`config.mk`:
```
export PLATFORM = sky130hd
export DESIGN_NAME = ones_counter_unit
export DESIGN_NICKNAME = d
export VERILOG_FILES = /design/src/rtl/ones_counter_pkg.sv /design/src/rtl/popcount_tree.sv /design/src/rtl/ones_counter_unit.sv
export SDC_FILE = /design/constraint.sdc
export NUM_CORES = 1
export LEC_CHECK = 0
export ABC_AREA = 1
export CORE_MARGIN = 1
export CORE_UTILIZATION = 29
export CTS_BUF_LIST = sky130_fd_sc_hd__clkbuf_8
export DETAILED_ROUTE_END_ITERATION = 8
export PLACE_DENSITY_LB_ADDON = 0.3
export SLEW_MARGIN = 0
export SYNTH_ARGS = -nofsm -noshare
export SYNTH_HDL_FRONTEND = slang
export SYNTH_SLANG_ARGS = --single-unit
```
`constraint.sdc`:
```
create_clock -name clk -period 0.8 [get_ports clk]
set_input_delay 0.16 -clock clk [delete_from_list [all_inputs] [get_ports clk]]
set_output_delay 0.16 -clock clk [all_outputs]
set_load 0.01 [all_outputs]
```
`src/rtl/ones_counter_pkg.sv`:
```
// Shared definitions for the ones counter: default word width and count-width helper.
package ones_counter_pkg;

  localparam int DEF_DATA_W = 8;

  // Bits needed to hold a count from 0 up to and including w.
  function automatic int cnt_width(input int w);
    return $clog2(w + 1);
  endfunction

endpackage

```
`src/rtl/popcount_tree.sv`:
```
// Combinational population count, built as a recursive balanced adder tree.
module popcount_tree
  import ones_counter_pkg::*;
#(
  parameter int DATA_W = DEF_DATA_W,
  parameter int CNT_W  = cnt_width(DATA_W)
) (
  input  logic [DATA_W-1:0] data_in,
  output logic [CNT_W-1:0]  cnt
);

  generate
    if (DATA_W == 1) begin : g_leaf
      assign cnt = CNT_W'(data_in);
    end else begin : g_node
      // The high half takes the odd bit so both subtrees stay within one level of each other.
      localparam int LO_W     = DATA_W / 2;
      localparam int HI_W     = DATA_W - LO_W;
      localparam int LO_CNT_W = cnt_width(LO_W);
      localparam int HI_CNT_W = cnt_width(HI_W);

      logic [LO_CNT_W-1:0] w_cnt_lo;
      logic [HI_CNT_W-1:0] w_cnt_hi;

      popcount_tree #(
        .DATA_W (LO_W),
        .CNT_W  (LO_CNT_W)
      ) u_lo (
        .data_in (data_in[LO_W-1:0]),
        .cnt     (w_cnt_lo)
      );

      popcount_tree #(
        .DATA_W (HI_W),
        .CNT_W  (HI_CNT_W)
      ) u_hi (
        .data_in (data_in[DATA_W-1:LO_W]),
        .cnt     (w_cnt_hi)
      );

      assign cnt = CNT_W'(w_cnt_lo) + CNT_W'(w_cnt_hi);
    end
  endgenerate

endmodule

```
`src/rtl/ones_counter_unit.sv`:
```
// Registered population count with parity and all-zero/all-one flags, one-cycle latency.
module ones_counter_unit
  import ones_counter_pkg::*;
#(
  parameter int DATA_W = DEF_DATA_W,
  parameter int CNT_W  = cnt_width(DATA_W)
) (
  input  logic              clk,
  input  logic              rst_n,
  input  logic              in_valid,
  input  logic [DATA_W-1:0] data_in,
  output logic              out_valid,
  output logic [CNT_W-1:0]  cnt_out,
  output logic              parity_out,
  output logic              all_zero,
  output logic              all_ones
);

  logic [CNT_W-1:0] w_cnt;
  logic             w_parity;
  logic             w_all_zero;
  logic             w_all_ones;

  logic             r_out_valid;
  logic [CNT_W-1:0] r_cnt;
  logic             r_parity;
  logic             r_all_zero;
  logic             r_all_ones;

  popcount_tree #(
    .DATA_W (DATA_W),
    .CNT_W  (CNT_W)
  ) u_popcount_tree (
    .data_in (data_in),
    .cnt     (w_cnt)
  );

  assign w_parity   = ^data_in;
  assign w_all_zero = ~|data_in;
  assign w_all_ones = &data_in;

  // Result registers only load on valid, so X on an idle bus never reaches them.
  always_ff @(posedge clk or negedge rst_n) begin
    if (!rst_n) begin
      r_out_valid <= 1'b0;
      r_cnt       <= '0;
      r_parity    <= 1'b0;
      r_all_zero  <= 1'b1;
      r_all_ones  <= 1'b0;
    end else begin
      r_out_valid <= in_valid;
      if (in_valid) begin
        r_cnt      <= w_cnt;
        r_parity   <= w_parity;
        r_all_zero <= w_all_zero;
        r_all_ones <= w_all_ones;
      end
    end
  end

  assign out_valid  = r_out_valid;
  assign cnt_out    = r_cnt;
  assign parity_out = r_parity;
  assign all_zero   = r_all_zero;
  assign all_ones   = r_all_ones;

endmodule

```
==> metrics.md, run 1 <==
| Metric | Value |
|---|---|
| Max Freq | `roughly 410 MHz` |
| Top_reg_cell synth | `dfrtp_1` |
| Sequential cell fraction of total power | `0.283` |
| Final hold viol count | `0` |
| Final-report max-slew violation count | `0` |
| Initial antenna violation count | `0` |
| Via count | `just under 600` |
| # placed instances | `137` |
| Pre-CTS setup slack | `-2.42 ns` |
| Asr flop ratio synth | `1.00` |
| Ys Warns | `0` |
| Sw Share | `0.321` |
| Sequential-to-total area share from yosys stat | `0.304` |
| Synth area leaders | `dfrtp_1, ha_1, nand2_1` |
| Status | `complete, but fails checks` |
| Port bufs | `18` |
| Cts hold-fix bufs | `0` |
| Number of global-route vias before repair | `600` |
| DRC | `0` |
| Top cells by count, synth | `nand2_1, inv_1, ha_1, dfrtp_1, fa_1` |
| Core Box Area | `slightly above 2000 µm²` |
| #FFs+latches synth | `8` |
| Global-route wire length before repair | `approximately 2.4 mm` |
| Antenna cells | `0` |
| Final core utilization | `0.552` |
| GRT Residual Overflow | `0` |
| Fin Hold WS | `0.251 ns` |
| Comb power frac | `0.443` |
| Die X | `approximately 50 µm` |
| TritonRoute pass-1 iters | `4` |
| Critical path class | `input port to register` |
| Clock root buffer | `clkbuf_8` |
| Die area | `around 2500 µm²` |
| Most common cell in the netlist | `nand2_1` |
| Worst Tran Pin Value | `~0.23 ns` |
| Max FO, Critical Path | `2` |
| Clock share of power | `0.274` |
| Critical R2R Capture | `cnt_out[2]` |
| ANT nets after route | `0` |
| P_sw | `slightly below 0.0006 W` |
| Post-Route Setup TNS | `-6.64 ns` |
| Worst Hold Class | `input port to async pin` |
| Post-synth EDFFs | `0` |
| Rows | `16` |
| Clk sinks | `8` |
| RR Startpoint | `cnt_out[2]` |
| Dpl hpwl | `1.23 mm` |
| Area growth from synthesis to layout | `71.7%` |
| Largest area contributor in the netlist | `dfrtp_1` |
| Largest net degree at the start of global routing | `12` |
| TritonCTS clock tree | `built` |
| Failing checks | `negative setup slack` |
| Crit path launch type | `input port` |
| Post-layout min period | `roughly 2.4 ns` |
| Req. time, crit path | `slightly above 0.9 ns` |
| Initial DRC count | `5` |
| Gpl congestion | `0.692` |
| Vias/cell | `4.11` |
| WL final | `~1.4 mm` |
| Clk buf depth | `2` |
| Clk_skew | `0 ns` |
| Gr usage total | `0.130` |
| Worst EP arrival | `2.53 ns` |
| Net count, final | `roughly 140` |
| Reg2Reg Setup Slack | `~0.07 ns` |
| Worst setup EP type | `register` |
| Int Pwr | `~0.0012 W` |
| Clk pin slew, worst setup/hold paths | `0.04 ns` |
| Count of cell types in the netlist | `15` |
| Cell Pwr Density | `about 1600 nW/µm²` |
| Synthesized area | `~660 µm²` |
| Total CTS buffers | `3` |
| Max_cap viols | `0` |
| Wirelength per Cell | `between 9 and 10 µm` |
| Top cell type's share of synthesized area | `0.264` |
| Max-slew headroom | `0.849` |
| Htree depth | `1` |
| R2r worst-path depth | `3` |
| Share of cells above drive strength 1 | `0.543` |
| Cells after synthesis | `78` |
| # setup viols final | `13` |
| Die H | `between 40 and 50 µm` |
| Mapped Avg Cell Area | `between 8 and 9 µm²` |
| # IOs | `19` |
| VDD IR max | `1020 µV` |
| Final worst slack | `-1.61 ns` |
| Syn Nets | `roughly 100` |
| Final period utilization | `3.02` |
| Fin cells | `143` |
| Static Leak | `about 0.60 nW` |
| Initial Utilization | `0.322` |
| RSZ-0062 raised after global routing | `yes` |
| Worst-Skew Late Latency | `0.23 ns` |
-- logic make-up (layout without fill, tap and decap cells) --
| group | count (synthesis) | count (layout) | share of synthesized area |
|---|---|---|---|
| AND/OR/NAND/NOR | 27 | 27 | 0.162 |
| buffers and inverters | 21 | 59 | 0.130 |
| adder cells (fa/ha/maj) | 15 | 15 | 0.328 |
| flip-flops | 8 | 8 | 0.304 |
| AO/OA/AOI/OAI | 6 | 6 | 0.0623 |
| XOR/XNOR | 1 | 1 | 0.0132 |
-- cell type report --
type / instances / area, µm²
clock buffer: 3 / 41.3
clock inverter: 1 / 3.75
tap: 27 / 33.8
timing repair buffer: 35 / 303
sequential: 8 / 201
inverter: 20 / 97.6
multi-input combinational: 49 / 458
fill: 201 / 923
-- through the flow --
stage	area [µm²]	total power (W)
detailed placement	1050	0.00133
finish	1140	0.00182
global route	1140	0.00196
global placement	1050	0.00130
CTS	1090	0.00182
floorplan	726	0.000940
-- worst max-delay path, stage by stage --
cell	delay (ns)
buf_8	0.08
inv_4	0.03
fa_1	0.49
fa_1	0.55
fa_1	0.43
inv_2	0.08
ha_4	0.12
inv_2	0.03
fa_2	0.52
o21ai_2	0.05
-- how the worst max path moves through the flow --
stage          cells past startpoint          to  startpoint
2_1_floorplan                     10  cnt_out[2]  data_in[0]
3_3_place_gp                      12  cnt_out[2]  data_in[0]
3_5_place_dp                      12  cnt_out[2]  data_in[0]
4_1_cts                           12  cnt_out[2]  data_in[0]
5_1_grt                           10  cnt_out[1]  data_in[3]
6_report                          10  cnt_out[1]  data_in[3]
-- layer usage --
metal,share of wire,global-route usage
met5,0,0
met4,0.010,0.0571
met3,0.041,0.0278
met2,0.58,0.255
met1,0.37,0.128
-- layout by cell type (no fill, tap or decap), types with 4 or more instances in the layout --
cell / n
nand2_1: 20
buf_4: 16
inv_2: 8
inv_1: 8
dfrtp_1: 7
buf_6: 7
buf_2: 7
ha_1: 6
ha_4: 5
inv_4: 4
-- flip-flops by register name, summed over array words and instances, names as in the netlist --
name,flops
parity_out,1
cnt_out,4
all_ones,1
out_valid,1
all_zero,1
-- timing repair --
action / 4_1_cts / 5_1_grt
gates resized for setup: 77 / 15
cloned: 0 / 0
endpoints found under the setup margin: 15 / 13
pin swaps: 17 / 14
buffers inserted: 6 / 0
-- power by group through the flow --
stage                     registers (W)  logic, W  clock network (W)
after floorplan                0.000557  0.000382                  0
after global placement         0.000524  0.000778                  0
after detailed placement       0.000529  0.000804                  0
after CTS                      0.000520  0.000790           0.000511
after global routing           0.000525  0.000906           0.000528
final                          0.000517  0.000808           0.000500
Note: power is estimated with default switching activity, not from simulation.
==> inputs of run 2 (changes only) <==
Settings changed: CORE_MARGIN 1 to unset.
==> results of run 2 <==
Final layout, timing and power as in run 1 (identical DEF).
